[src/rtl/serial_tx_scheduler.sv]
// serial_tx_scheduler
//   Transmit controller for the serial-out path. Two parallel-word requesters share
//   one serial line through a round-robin arbiter on a valid/ready handshake. Each
//   accepted word goes out as one frame: a start bit (0), DATA_W data bits sent
//   LSB-first, then STOP_BITS stop bits (1). Every bit is held for CLKS_PER_BIT clocks.
//
// Ports
//   clk         in   system clock, rising edge
//   rst         in   asynchronous active-low reset
//   req0_valid  in   requester 0 has a word
//   req0_data   in   requester 0 word, sampled on the accept edge only
//   req0_ready  out  requester 0 word accepted this cycle if valid
//   req1_valid  in   requester 1 has a word
//   req1_data   in   requester 1 word, sampled on the accept edge only
//   req1_ready  out  requester 1 word accepted this cycle if valid
//   serialOut   out  serial line, idles high, registered
//   busy        out  frame in progress, registered
//   grant_id    out  source of the current/last frame, registered

module serial_tx_scheduler #(
    parameter int unsigned DATA_W       = 8,
    parameter int unsigned CLKS_PER_BIT = 4,
    parameter int unsigned STOP_BITS    = 1
) (
    input  logic              clk,
    input  logic              rst,
    input  logic              req0_valid,
    input  logic [DATA_W-1:0] req0_data,
    output logic              req0_ready,
    input  logic              req1_valid,
    input  logic [DATA_W-1:0] req1_data,
    output logic              req1_ready,
    output logic              serialOut,
    output logic              busy,
    output logic              grant_id
);

    // Divider and bit counters keep at least one bit so CLKS_PER_BIT=1 / DATA_W=1 work.
    localparam int unsigned CntW = (CLKS_PER_BIT > 1) ? $clog2(CLKS_PER_BIT) : 1;
    localparam int unsigned BitW = (DATA_W > 2) ? $clog2(DATA_W) : 1;

    localparam logic [CntW-1:0] CntLast  = CntW'(CLKS_PER_BIT - 1);
    localparam logic [BitW-1:0] DataLast = BitW'(DATA_W - 1);
    localparam logic [BitW-1:0] StopLast = BitW'(STOP_BITS - 1);

    typedef enum logic [1:0] {
        StIdle,
        StStart,
        StData,
        StStop
    } state_e;

    state_e            state_q, state_d;
    logic [CntW-1:0]   clk_cnt_q, clk_cnt_d;
    logic [BitW-1:0]   bit_cnt_q, bit_cnt_d;
    logic [DATA_W-1:0] shift_q, shift_d;
    logic              rr_q, rr_d;
    logic              grant_q, grant_d;
    logic              serial_q, serial_d;
    logic              busy_q, busy_d;

    logic winner;
    logic idle_ok;
    logic accept;
    logic tick;

    // ------------------------------------------------------------------
    // Arbiter: a lone requester wins outright; on a tie the rr pointer decides.
    // ------------------------------------------------------------------
    always_comb begin
        winner = 1'b0;
        if (req0_valid && req1_valid) begin
            winner = rr_q;
        end else if (req1_valid) begin
            winner = 1'b1;
        end
    end

    // Gating with rst keeps both ready low while reset is held, even with valid high.
    assign idle_ok    = rst && (state_q == StIdle);
    assign req0_ready = idle_ok && req0_valid && !winner;
    assign req1_ready = idle_ok && req1_valid && winner;
    assign accept     = req0_ready || req1_ready;

    // Last clock of the current bit period.
    assign tick = (clk_cnt_q == CntLast);

    // ------------------------------------------------------------------
    // FSM: state register
    // ------------------------------------------------------------------
    always_ff @(posedge clk or negedge rst) begin
        if (!rst) begin
            state_q <= StIdle;
        end else begin
            state_q <= state_d;
        end
    end

    // ------------------------------------------------------------------
    // FSM: next-state logic
    // ------------------------------------------------------------------
    always_comb begin
        state_d = state_q;
        case (state_q)
            StIdle: begin
                if (accept) begin
                    state_d = StStart;
                end
            end
            StStart: begin
                if (tick) begin
                    state_d = StData;
                end
            end
            StData: begin
                if (tick && (bit_cnt_q == DataLast)) begin
                    state_d = StStop;
                end
            end
            StStop: begin
                if (tick && (bit_cnt_q == StopLast)) begin
                    state_d = StIdle;
                end
            end
            default: state_d = StIdle;
        endcase
    end

    // ------------------------------------------------------------------
    // Datapath next-state: divider, bit counter, shift register, arbiter state
    // ------------------------------------------------------------------
    always_comb begin
        clk_cnt_d = clk_cnt_q;
        bit_cnt_d = bit_cnt_q;
        shift_d   = shift_q;
        rr_d      = rr_q;
        grant_d   = grant_q;

        if (state_q == StIdle || tick) begin
            clk_cnt_d = '0;
        end else begin
            clk_cnt_d = clk_cnt_q + 1'b1;
        end

        // Bit counter restarts on every state change, so DATA and STOP share it.
        if (state_d != state_q) begin
            bit_cnt_d = '0;
        end else if ((state_q == StData || state_q == StStop) && tick) begin
            bit_cnt_d = bit_cnt_q + 1'b1;
        end

        if (accept) begin
            shift_d = winner ? req1_data : req0_data;
            rr_d    = ~winner;
            grant_d = winner;
        end else if (state_q == StData && tick) begin
            shift_d = shift_q >> 1;
        end
    end

    always_ff @(posedge clk or negedge rst) begin
        if (!rst) begin
            clk_cnt_q <= '0;
            bit_cnt_q <= '0;
            shift_q   <= '0;
            rr_q      <= 1'b0;
            grant_q   <= 1'b0;
        end else begin
            clk_cnt_q <= clk_cnt_d;
            bit_cnt_q <= bit_cnt_d;
            shift_q   <= shift_d;
            rr_q      <= rr_d;
            grant_q   <= grant_d;
        end
    end

    // ------------------------------------------------------------------
    // FSM: output logic. Outputs are registered, so they are derived from the
    // state and shift register being entered on this edge.
    // ------------------------------------------------------------------
    always_comb begin
        serial_d = 1'b1;
        case (state_d)
            StStart: serial_d = 1'b0;
            StData:  serial_d = shift_d[0];
            default: serial_d = 1'b1;
        endcase
        busy_d = (state_d != StIdle);
    end

    always_ff @(posedge clk or negedge rst) begin
        if (!rst) begin
            serial_q <= 1'b1;
            busy_q   <= 1'b0;
        end else begin
            serial_q <= serial_d;
            busy_q   <= busy_d;
        end
    end

    assign serialOut = serial_q;
    assign busy      = busy_q;
    assign grant_id  = grant_q;

endmodule

[config.mk]
export PLATFORM = sky130hd
export DESIGN_NAME = serial_tx_scheduler
export DESIGN_NICKNAME = d
export VERILOG_FILES = /design/src/rtl/serial_tx_scheduler.sv
export SDC_FILE = /design/constraint.sdc
export NUM_CORES = 1
export LEC_CHECK = 0
export BUFFER_PORTS_ARGS = -buffer_cell sky130_fd_sc_hd__buf_2
export CORE_MARGIN = 4
export CORE_UTILIZATION = 51
export DETAILED_ROUTE_END_ITERATION = 8
export GPL_TIMING_DRIVEN = 0
export PLACE_DENSITY = 0.88
export SLEW_MARGIN = 20
export SYNTH_ARGS = -nofsm -noshare
export SYNTH_HDL_FRONTEND = slang
export SYNTH_SLANG_ARGS = --single-unit
[constraint.sdc]
create_clock -name clk -period 2.3 [get_ports clk]
set_input_delay 0.46 -clock clk [delete_from_list [all_inputs] [get_ports clk]]
set_output_delay 0.46 -clock clk [all_outputs]
set_load 0.005 [all_outputs]
**Yosys cells after proc, flatten, opt, wreduce, memory -nomap -nowiden**

Index checks and enable logic that the tools add are counted.

- Register bits: 19
- Input port bits: 20
- Output and inout bits: 5
- Word-level logic and storage cells: 53

- Add/subtract/negate cells: 2
- Eq/ne operators: 8
- Muxes and demuxes: 14
- Bitwise logic cells: 1
- Reductions and logical operators: 19

Operators by type and width:

| kind | count |
|---|---|
| two-way mux 8 bit | 3 |
| logical AND 1 bit | 10 |
| two-way mux 2 bit | 5 |
| equality test 2 bit (second input constant) | 4 |
| one-hot mux 2 bit (4 select lines) | 1 |
| two-way mux 3 bit | 2 |
| nonzero test 2 bit | 3 |
| equality test 2 x 1 -> 1 bit (second input constant) | 2 |
| adder 3 x 1 -> 3 bit (second input constant) | 1 |
| equality test 3 bit (second input constant) | 1 |
| logical NOT 3 bit | 1 |
| logical OR 1 bit | 3 |
| adder 2 x 1 -> 2 bit (second input constant) | 1 |
| logical NOT 2 bit | 1 |
| two-way mux 1 bit | 2 |
| inequality test 2 bit | 1 |
| one-hot mux 1 bit (2 select lines) | 1 |
| logical NOT 1 bit | 1 |
| inverter 1 bit | 1 |

**Depth between registers and ports, before layout**

Gate-level depths: netlist (run 1).

- Word-level depth: 9
- Depth in mapped cells: 7
- Depth with buffers taken out: 7

**Worst setup path before layout (run 1)**

Ideal clock, no wire load.

- Kind: register -> register
- Start: register clk_cnt_q[0]
- End: register serial_q, in the netlist serialOut
- Library setup time: 0.097 ns
- Data arrival time: 1.586 ns
- Required time: 2.203 ns
- Setup slack: 0.616 ns
- Stages on the path, launching flop included: 7
- Path buffers: 0
- Period minus slack after synthesis: 1.684 ns
- Cell sequence: dfrtp_1 > ha_1 > nand3b_4 > mux2_4 > a221o_1 > nor3_2 > a21oi_1

- Elaborated cells between the ends (all ways): 13
- Those cells by class: 3 x eq/ne; 7 x mux; 3 x reduce/logical

RTL lines:

| element | line | text |
|---|---|---|
| start, declared | 54 | `logic [CntW-1:0] clk_cnt_q, clk_cnt_d;` |
| start signal, assigned | 169 | `clk_cnt_q <= clk_cnt_d;` |
| equality test 2 bit | 86 | `assign tick = (clk_cnt_q == CntLast);` |
| logical AND 1 bit | 156 | `end else if (state_q == StData && tick) begin` |
| two-way mux 8 bit | 156 |  |
| two-way mux 8 bit | 152 | `if (accept) begin` |
| net shift_d[0] | 56 | `logic [DATA_W-1:0] shift_q, shift_d;` |
| one-hot mux 1 bit (2 select lines) | 183 | `case (state_d)` |
| net serial_d | 59 | `logic serial_q, serial_d;` |
| end signal, assigned | 196 | `serial_q <= serial_d;` |
| end, declared | 59 |  |

The timed path passes the listed nets, and every way through them passes these cells. The select of a mux whose other input is x is not followed.
A chain may end at the register's enable or synchronous reset.

**Worst setup path after layout (run 1)**

- Start: register state_q[1]
- End: output port req1_ready

- Longest elaborated chain between the ends: 4

RTL lines:

| element | line | text |
|---|---|---|
| start, declared | 53 | `state_e state_q, state_d;` |
| start signal, assigned | 93 | `state_q <= StIdle;` |
| start signal, assigned | 95 | `state_q <= state_d;` |
| logical NOT 2 bit | 80 | `assign idle_ok = rst && (state_q == StIdle);` |
| logical AND 1 bit | 80 |  |
| logical AND 1 bit (2 in a row) | 82 | `assign req1_ready = idle_ok && req1_valid && winner;` |
| end, declared | 32 | `output logic req1_ready,` |

No other way between the ends.

==> results of run 1 <==
==> registers in the layout, summed over array words and instances, names as in the netlist <==
register,flops
shift_q,8
bit_cnt_q,3
clk_cnt_q,2
state_q,2
busy,1
grant_id,1
rr_q,1
serialOut,1
==> metal layers <==
layer	global-route usage (%)	share of wire, %	routed length, µm	up-vias
li1	-	-	-	413
met1	19.82	42	861	390
met2	27.82	50	1031	27
met3	4.298	5.8	119	5
met4	9.607	2.3	48	0
met5	0	0	0	-
==> power breakdown <==
group          total [mW]  switching, mW  internal (mW)  leakage [nW]
Clock               0.176          0.111         0.0651        0.0177
Combinational       0.577          0.319          0.258         0.366
Sequential          0.579         0.0863          0.493         0.222
Total                1.33          0.516          0.816         0.606
==> through the flow <==
stage,util [%],hold slack [ps]
5_1_grt,65.75,41.56
4_1_cts,65.61,71.18
3_5_place_dp,64.07,414.7
6_report,65.75,28.08
3_3_place_gp,64.07,418.9
2_1_floorplan,-,164.4
==> kinds of logic after synthesis <==
family / Yosys count
multiplexers: 3
flip-flops: 19
adder cells (fa/ha/maj): 4
XOR/XNOR: 1
AO/OA/AOI/OAI: 26
AND/OR/NAND/NOR: 39
buffers and inverters: 9
==> path summary, 6_finish.rpt <==
| check | startpoint | end | slack, ps | depth (start not counted) |
|---|---|---|---|---|
| worst max-delay path | state_q[1] | req1_ready | 180 | 5 |
| worst min-delay path | rst | shift_q[1] | 30 | 1 |
| worst max register to register | clk_cnt_q[0] | serialOut | 460 | 6 |
| worst min register to register | clk_cnt_q[0] | clk_cnt_q[0] | 450 | 1 |
| max in group asynchronous | rst | serialOut | 1990 | 1 |
| min in group clk | req1_data[7] | shift_q[7] | 350 | 3 |
==> critical path, delay by kind of cell, from the launching register on <==
family | cells | cell delay, ps
DFF | 1 | 370
and+or+nand+nor | 2 | 460
buffers and inverters | 3 | 540
==> cells in the final DEF, fill, tap and decap left out, types with 4 or more instances in the layout <==
cell	instances
a22oi_1	6
buf_2	25
nand2_1	15
a31oi_1	6
inv_1	6
nor2_1	10
ha_1	4
clkbuf_4	4
dfrtp_1	18
==> timing repair <==
action	CTS	global route
gates resized for setup	0	1
setup endpoints to repair	0	2
hold buffers	0	0
==> cell usage after synthesis <==
library cell  count  area [µm²]
nand2_1          15       56.30
a211o_1           1       8.760
a21o_1            1       7.510
a22oi_1           6       45.04
mux2_4            1       15.01
xnor2_1           1       8.760
and3_1            2       12.51
o21ai_1           1       5.000
nand3b_4          1       20.02
nor2b_1           1       6.260
inv_1             6       22.52
dfstp_2           1       26.28
a21oi_1           3       15.01
o21ai_0           3       15.01
nand3_1           3       15.01
a31oi_1           6       37.54
buf_4             1       7.510
dfrtp_1          18       450.4
buf_2             2       10.01
ha_1              4       50.05
mux2i_1           2       20.02
a221o_1           1       10.01
nor3b_2           1       12.51
o21bai_1          2       15.01
nand2b_1          2       12.51
a21boi_0          1       7.510
nand3b_1          1       7.510
nor3b_1           1       7.510
nor2_1           10       37.54
nor3_2            1       10.01
o21a_1            1       7.510
and4_1            1       8.760
==> area by class of cell <==
| class | count | area [µm²] | share of cell area (%) |
|---|---|---|---|
| Tap cell | 25 | 31.28 | 2.668 |
| Sequential cell | 19 | 476.7 | 40.66 |
| Clock buffer | 3 | 22.52 | 1.921 |
| Inverter | 6 | 22.52 | 1.921 |
| Clock inverter | 1 | 5.005 | 0.4269 |
| Timing Repair Buffer | 24 | 122.6 | 10.46 |
| Buffer | 3 | 17.52 | 1.494 |
| Multi-Input combinational cell | 73 | 474.2 | 40.45 |
==> metrics.md, run 1 <==
| Metric | Value |
|---|---|
| Compound-Gate Fraction of Synth Area | 17.55% |
| Detailed Route WL | 2.061 mm |
| Final min period | 2125 ps |
| Ports | 25 |
| Yosys cell types | 32 |
| Power per cell area | 1136 mW/mm² |
| Final Non-Filler Cells | 154 |
| Crit Path Max Fanout | 9 |
| First DRT Iteration DRCs | 21 |
| Area share of fa/ha/maj cells after synthesis | 5.051% |
| Worst skew pair latency | 310 ps |
| Row Count | 15 |
| GRT Residual Overflow | 0 |
| Post-route cell area | 0.001172 mm² |
| Vias in the first global route | 769 |
| Crit-path slowest cell | dfrtp_1 |
| Synth Net Count | 125 |
| Clk sink count | 19 |
| CP dominant cell by count | buf_2 |
| Mux cell area share after synthesis | 3.535% |
| Pre-antenna DRT Iters | 4 |
| Layout cells sized above 1 | 27.91% |
| Leakage | 0.6061 nW |
| Dpl cell area | 0.001142 mm² |
| Mapped Area | 991.0 µm² |
| Initial Util | 55.58% |
| Final setup fails | 0 |
| CTS buffer count | 3 |
| Arrival time worst endpoint | 1660 ps |
| Initial antenna violation count | 0 |
| Setup TNS | 0 ps |
| Port-buffer cells | 24 |
| DRC | 0 |
| Vias | 835 |
| Syn avg cell area | 9.811 µm² |
| Wirelength per Cell | 13.38 µm |
| Root buf cell | clkbuf_4 |
| Total number of yosys warnings | 0 |
| Hold WC Path Type | in -> async |
| Crit-path max cell delay | 370 ps |
| Register area share after synthesis | 48.11% |
| Area Overhead vs Synth | 18.31% |
| Post-route setup slack | 175.5 ps |
| Simple-gate share of the synthesized area | 20.83% |
| Pre-CTS WS | 128.1 ps |
| Max Cap Viol | 0 |
| CTS tree | yes |
| Fill cells | 136 |
| Max Clk Rate | 0.4707 GHz |
| Clock transition at path regs | 120 ps |
| Setup crit start kind | flop |
| Final Skew | 10.04 ps |
| Number of cells after detailed placement | 150 |
| GP Congestion | 0.7694 |
| Yosys reg bits | 19 |
| Slew @ Worst Pin | 551.3 ps |
| Deepest clock path buffer count | 2 |
| Final hold violations | 0 |
| DRT antenna net count | 0 |
| Post-CTS setup buffer count | 0 |
| Largest family of logic cells by synthesized area | simple AND/OR/NAND/NOR gates |
| IR drop worst, VDD | 503.0 µV |
| Total die area | 0.002712 mm² |
| Crit path capture type | primary output |
| Post-Syn Instances | 101 |
| Pins Over Slew Limit | 0 |
| Status | finished clean |
| CP required | 1840 ps |
| Crit-path cells | buf_2 > nor3b_2 > and3_1 > buf_2 > buf_2 |
| Routed vias/inst | 5.422 |
| Largest net degree at the start of global routing | 21 |
| Core area | 0.001783 mm² |
| Global-route wire length before repair | 3.291 mm |
| Post-layout net count | 154 |
| Period utilization | 92.37% |
| H-tree depth | 1 |
| Die height | 52.08 µm |
| Aggregate global-route resource usage | 16.93% |
| RSZ-0062 raised after global routing | no |
| Post-Synth XOR/XNOR Area | 0.8838% |
| Relative slew slack | 63.00% |
| Detailed placer's ending HPWL | 1.539 mm |
| Setup CP Type | reg -> out |
| Die Width | 52.08 µm |
| Tot Pwr | 1.332 mW |
| Diodes inserted | 0 |
Power figures use the tool's default switching activity.
==> run 2: changes to the inputs <==
- CORE_UTILIZATION: 51 -> 40
- PLACE_DENSITY: 0.88 -> 0.74
==> metrics.md, run 2 (synthesis results as in run 1) <==
| Metric | Value |
|---|---|
| Status | finished clean |
| Post-CTS setup buffer count | 0 |
| Met1 Track Usage GR | 14.84% |
| Most Used Layer, Global Route | met2 |
| Met3 Usage GRT | 2.450% |
| Row Count | 17 |
| Initial Util | 43.54% |
| Crit Path Max Fanout | 9 |
| DRC | 0 |
| Setup crit start kind | flop |
| Most frequent cells in the layout | buf_2, dfrtp_1, nand2_1, nor2_1 |
| Detailed Route WL | 1.976 mm |
| Pins Over Slew Limit | 0 |
| Root buf cell | clkbuf_4 |
| Sw Share | 37.88% |
| Clk network pwr share | 13.0% |
| Initial antenna violation count | 0 |
| Area Overhead vs Synth | 18.56% |
| Crit-path slowest cell | dfrtp_1 |
| Setup CP Type | reg -> out |
| Worst path buffer plus inverter count | 3 |
| Die height | 57.78 µm |
| Slew @ Worst Pin | 555.3 ps |
| Crit-path cells | buf_2 > nor3b_2 > and3_1 > buf_2 > buf_2 |
| CTS tree | yes |
| Total die area | 0.003338 mm² |
| Power per cell area | 1123 mW/mm² |
| CP required | 1840 ps |
| Worst skew pair latency | 290 ps |
| Relative slew slack | 62.73% |
| Crit-path max cell delay | 380 ps |
| Leakage | 0.6034 nW |
| IR drop worst, VDD | 482.9 µV |
| Hold WS | 44.54 ps |
| GRT Residual Overflow | 0 |
| Int Pwr | 0.8194 mW |
| Pre-antenna DRT Iters | 2 |
| Largest Register | shift_q |
| Aggregate global-route resource usage | 12.81% |
| Seq pwr share | 44.0% |
| Largest regs | shift_q: 8 flops, bit_cnt_q: 3 flops |
| H-tree depth | 1 |
| Setup TNS | 0 ps |
| Wirelength per Cell | 12.59 µm |
| Final setup fails | 0 |
| Clk sink count | 19 |
| Crit path capture type | primary output |
| Routed vias/inst | 5.096 |
| First DRT Iteration DRCs | 28 |
| Max Clk Rate | 0.4703 GHz |
| Final hold violations | 0 |
| Global-route wire length before repair | 3.360 mm |
| DRT antenna net count | 0 |
| Period utilization | 92.45% |
| Final Skew | 6.431 ps |
| Largest net degree at the start of global routing | 21 |
| Diodes inserted | 0 |
| CP dominant cell by count | buf_2 |
| Port-buffer cells | 24 |
| Combinational power share | 43.1% |
| Layout cells sized above 1 | 27.13% |
| Deepest clock path buffer count | 2 |
| CTS buffer count | 3 |
| Die Width | 57.78 µm |
| M2 GR Usage | 22.10% |
| GP Congestion | 0.7991 |
| RSZ-0062 raised after global routing | no |
| Max Cap Viol | 0 |
| Detailed placer's ending HPWL | 1.504 mm |
| Top delay family on crit path | buffers and inverters |
| Ports | 25 |
| Core area | 0.002276 mm² |
| Commonest non-fill, non-tap cell in the layout | buf_2 |
| Vias in the first global route | 820 |
| Clock transition at path regs | 110 ps |
| Hold WC Path Type | in -> async |
| Final min period | 2126 ps |
| Fill cells | 201 |
| Post-layout net count | 154 |
| Sw Pwr | 0.4996 mW |
| Arrival time worst endpoint | 1670 ps |
| Max FFs per register | 8 |
| Vias | 800 |
## run 2: changes by cell type in the layout (fill, tap and decap cells not counted), sizes merged
cell,delta
clkbuf,+1
clkinv,-1
## run 2: final timing paths
check                      cells past startpoint    startpoint      endpoint  slack (ps)
setup / recovery                               5    state_q[1]    req1_ready         170
hold / removal                                 1           rst    shift_q[6]          40
setup reg to reg                               6  clk_cnt_q[0]     serialOut         510
hold reg to reg                                1  clk_cnt_q[0]  clk_cnt_q[0]         440
max in group asynchronous                      1           rst     serialOut        1980
min in group clk                               3  req1_data[7]    shift_q[7]         380
## run 2: per-layer routing
metal | up-vias | part of all wire [%]
li1 | 413 | -
met1 | 376 | 45
met2 | 9 | 51
met3 | 2 | 2.4
met4 | 0 | 1.4
met5 | - | 0
## run 2: cell type report
class	instances	area (µm²)	area share, %
flip-flops and latches	19	476.7	40.57
multi-input cells	73	474.2	40.36
repair buffers	24	122.6	10.44
well taps	28	35.03	2.982
clock buffers	4	26.28	2.236
inverters	6	22.52	1.917
plain buffers	3	17.52	1.491
## run 2: power groups by stage
stage          Sequential [mW]  Combinational (mW)  Clock (mW)
2_1_floorplan            0.569               0.442           0
3_3_place_gp             0.576               0.552           0
3_5_place_dp             0.583               0.574           0
4_1_cts                  0.580               0.575       0.171
5_1_grt                  0.597               0.655       0.185
6_report                 0.580               0.568       0.171
## run 2: per-stage QoR
stage | power, mW | instance area (µm²) | utilization (%) | setup slack, ps | cells
5_1_grt | 1.438 | 1175 | 51.62 | 40.82 | 157
6_report | 1.319 | 1175 | 51.62 | 173.6 | 157
4_1_cts | 1.327 | 1172 | 51.51 | 104.6 | 157
3_3_place_gp | 1.129 | 1146 | 50.36 | 139.9 | 153
2_1_floorplan | 1.010 | 991.0 | - | 616.3 | 101
3_5_place_dp | 1.158 | 1146 | 50.36 | 112.0 | 153
## run 2: what timing repair did
action                                  4_1_cts  5_1_grt
hold buffers                                  0        0
gates resized for setup                       0        1
endpoints found under the setup margin        0        1
==> run 3: changes to the inputs <==
--- a/config.mk
+++ b/config.mk
@@ -8,2 +8,3 @@
 export BUFFER_PORTS_ARGS = -buffer_cell sky130_fd_sc_hd__buf_2
+export CORE_ASPECT_RATIO = 1.75
 export CORE_MARGIN = 4
--- a/constraint.sdc
+++ b/constraint.sdc
@@ -3,2 +3,2 @@
 set_output_delay 0.46 -clock clk [all_outputs]
-set_load 0.005 [all_outputs]
+set_load 0.05 [all_outputs]
==> metrics.md, run 3 (synthesis results as in run 1) <==
| Metric | Value |
|---|---|
| First DRT Iteration DRCs | 21 |
| Arrival time worst endpoint | 1700 ps |
| Max Clk Rate | 0.4622 GHz |
| H-tree depth | 1 |
| DRC | 0 |
| CTS buffer count | 3 |
| Period utilization | 94.06% |
| Most frequent cells in the layout | buf_2, dfrtp_1, nand2_1, nor2_1 |
| Clk sink count | 19 |
| Post-layout net count | 154 |
| Number of cells after detailed placement | 150 |
| Layout cells sized above 1 | 27.13% |
| Post-route cell area | 0.001199 mm² |
| RSZ-0062 raised after global routing | no |
| Largest Register | shift_q |
| Largest regs | shift_q: 8 flops, bit_cnt_q: 3 flops |
| Final Skew | 4.072 ps |
| Pins Over Slew Limit | 0 |
| Vias | 852 |
| Detailed placer's ending HPWL | 1.588 mm |
| Relative slew slack | 65.57% |
| Commonest non-fill, non-tap cell in the layout | buf_2 |
| Crit path capture type | primary output |
| CTS tree | yes |
| Clock transition at path regs | 70 ps |
| Final Non-Filler Cells | 154 |
| Metal3 WL | 127 µm |
| DRT antenna net count | 0 |
| Slew @ Worst Pin | 513.0 ps |
| Post-CTS setup buffer count | 0 |
| Pre-CTS WS | -39.51 ps |
| Crit Path Max Fanout | 9 |
| Post-route setup slack | 136.7 ps |
| Total die area | 0.003369 mm² |
| Ports | 25 |
| Die height | 73.85 µm |
| Hold WC Path Type | in -> async |
| Vias in the first global route | 832 |
| Leakage | 0.6140 nW |
| Max FFs per register | 8 |
| Final hold violations | 0 |
| # hold bufs at CTS | 0 |
| Port-buffer cells | 24 |
| GRT Residual Overflow | 0 |
| Worst skew pair latency | 260 ps |
| CP required | 1840 ps |
| Routed vias/inst | 5.532 |
| Resized cells post-CTS | 1 |
| DRT met1 WL | 757 µm |
| DR WL met2 | 1.112 mm |
| Tot Pwr | 1.496 mW |
| Diodes inserted | 0 |
| Max Cap Viol | 0 |
| Initial antenna violation count | 0 |
| Global-route wire length before repair | 3.512 mm |
| Area Overhead vs Synth | 20.96% |
| Pre-antenna DRT Iters | 4 |
| Largest net degree at the start of global routing | 21 |
| Initial Util | 42.51% |
| Deepest clock path buffer count | 2 |
| Dpl cell area | 0.001142 mm² |
| GP Congestion | 0.6868 |
| Detailed Route WL | 2.043 mm |
| Aggregate global-route resource usage | 14.19% |
| IR drop worst, VDD | 473.3 µV |
| Hold WS | 68.22 ps |
| Core area | 0.002331 mm² |
| Setup CP Type | reg -> out |
| Status | finished clean |
| Max layer used | met4 |
| Setup crit start kind | flop |
| Final setup fails | 0 |
| Wirelength per Cell | 13.27 µm |
| Final min period | 2163 ps |
| Power per cell area | 1248 mW/mm² |
| Root buf cell | clkbuf_8 |
| Die Width | 45.63 µm |
| Row Count | 23 |
[run 3: cell count changes in the layout (fill, tap and decap cells not counted)]
cell,change
buf_2,-1
clkbuf_4,-3
buf_4,+1
nor3b_4,+1
nor3b_2,-1
clkbuf_8,+3
[run 3: worst paths after layout]
kind | start | end | slack [ps] | cells past startpoint
setup / recovery | state_q[1] | req1_ready | 140 | 5
hold / removal | rst | clk_cnt_q[0] | 70 | 1
setup reg to reg | clk_cnt_q[0] | serialOut | 500 | 6
hold reg to reg | clk_cnt_q[0] | clk_cnt_q[0] | 440 | 1
max in group asynchronous | rst | serialOut | 1960 | 1
min in group clk | req1_data[7] | shift_q[7] | 430 | 3
[run 3: area by class of cell]
type	count	area (µm²)
clock buffer	4	45.04
inverter	6	22.52
sequential	19	476.7
multi-input combinational	73	480.5
fill	219	1132
buffer	3	17.52
timing repair buffer	24	125.1
tap	25	31.28
[run 3: metrics by stage]
stage | utilization, % | setup TNS (ps)
finish | 51.42 | 0
global route | 51.42 | 0
CTS | 51.05 | 0
detailed placement | 49.01 | -43.37
global placement | 49.01 | -1.904
floorplan | - | 0
[run 3: where the power goes]
part	leakage, nW	switching [mW]	internal [mW]
Sequential	0.222	0.0910	0.494
Combinational	0.369	0.415	0.265
Clock	0.0228	0.107	0.123
[run 3: layer usage]
layer | global-route usage [%] | up-vias
met2 | 24.88 | 28
met3 | 2.451 | 5
met4 | 7.166 | 0
met1 | 15.50 | 407
li1 | - | 412
met5 | 0 | -
[run 3: critical path, stage by stage (launching register included)]
cell and delay, ps:
dfrtp_1 350, buf_2 180, nor3b_4 250, and3_1 200, buf_2 200, clkbuf_4 260
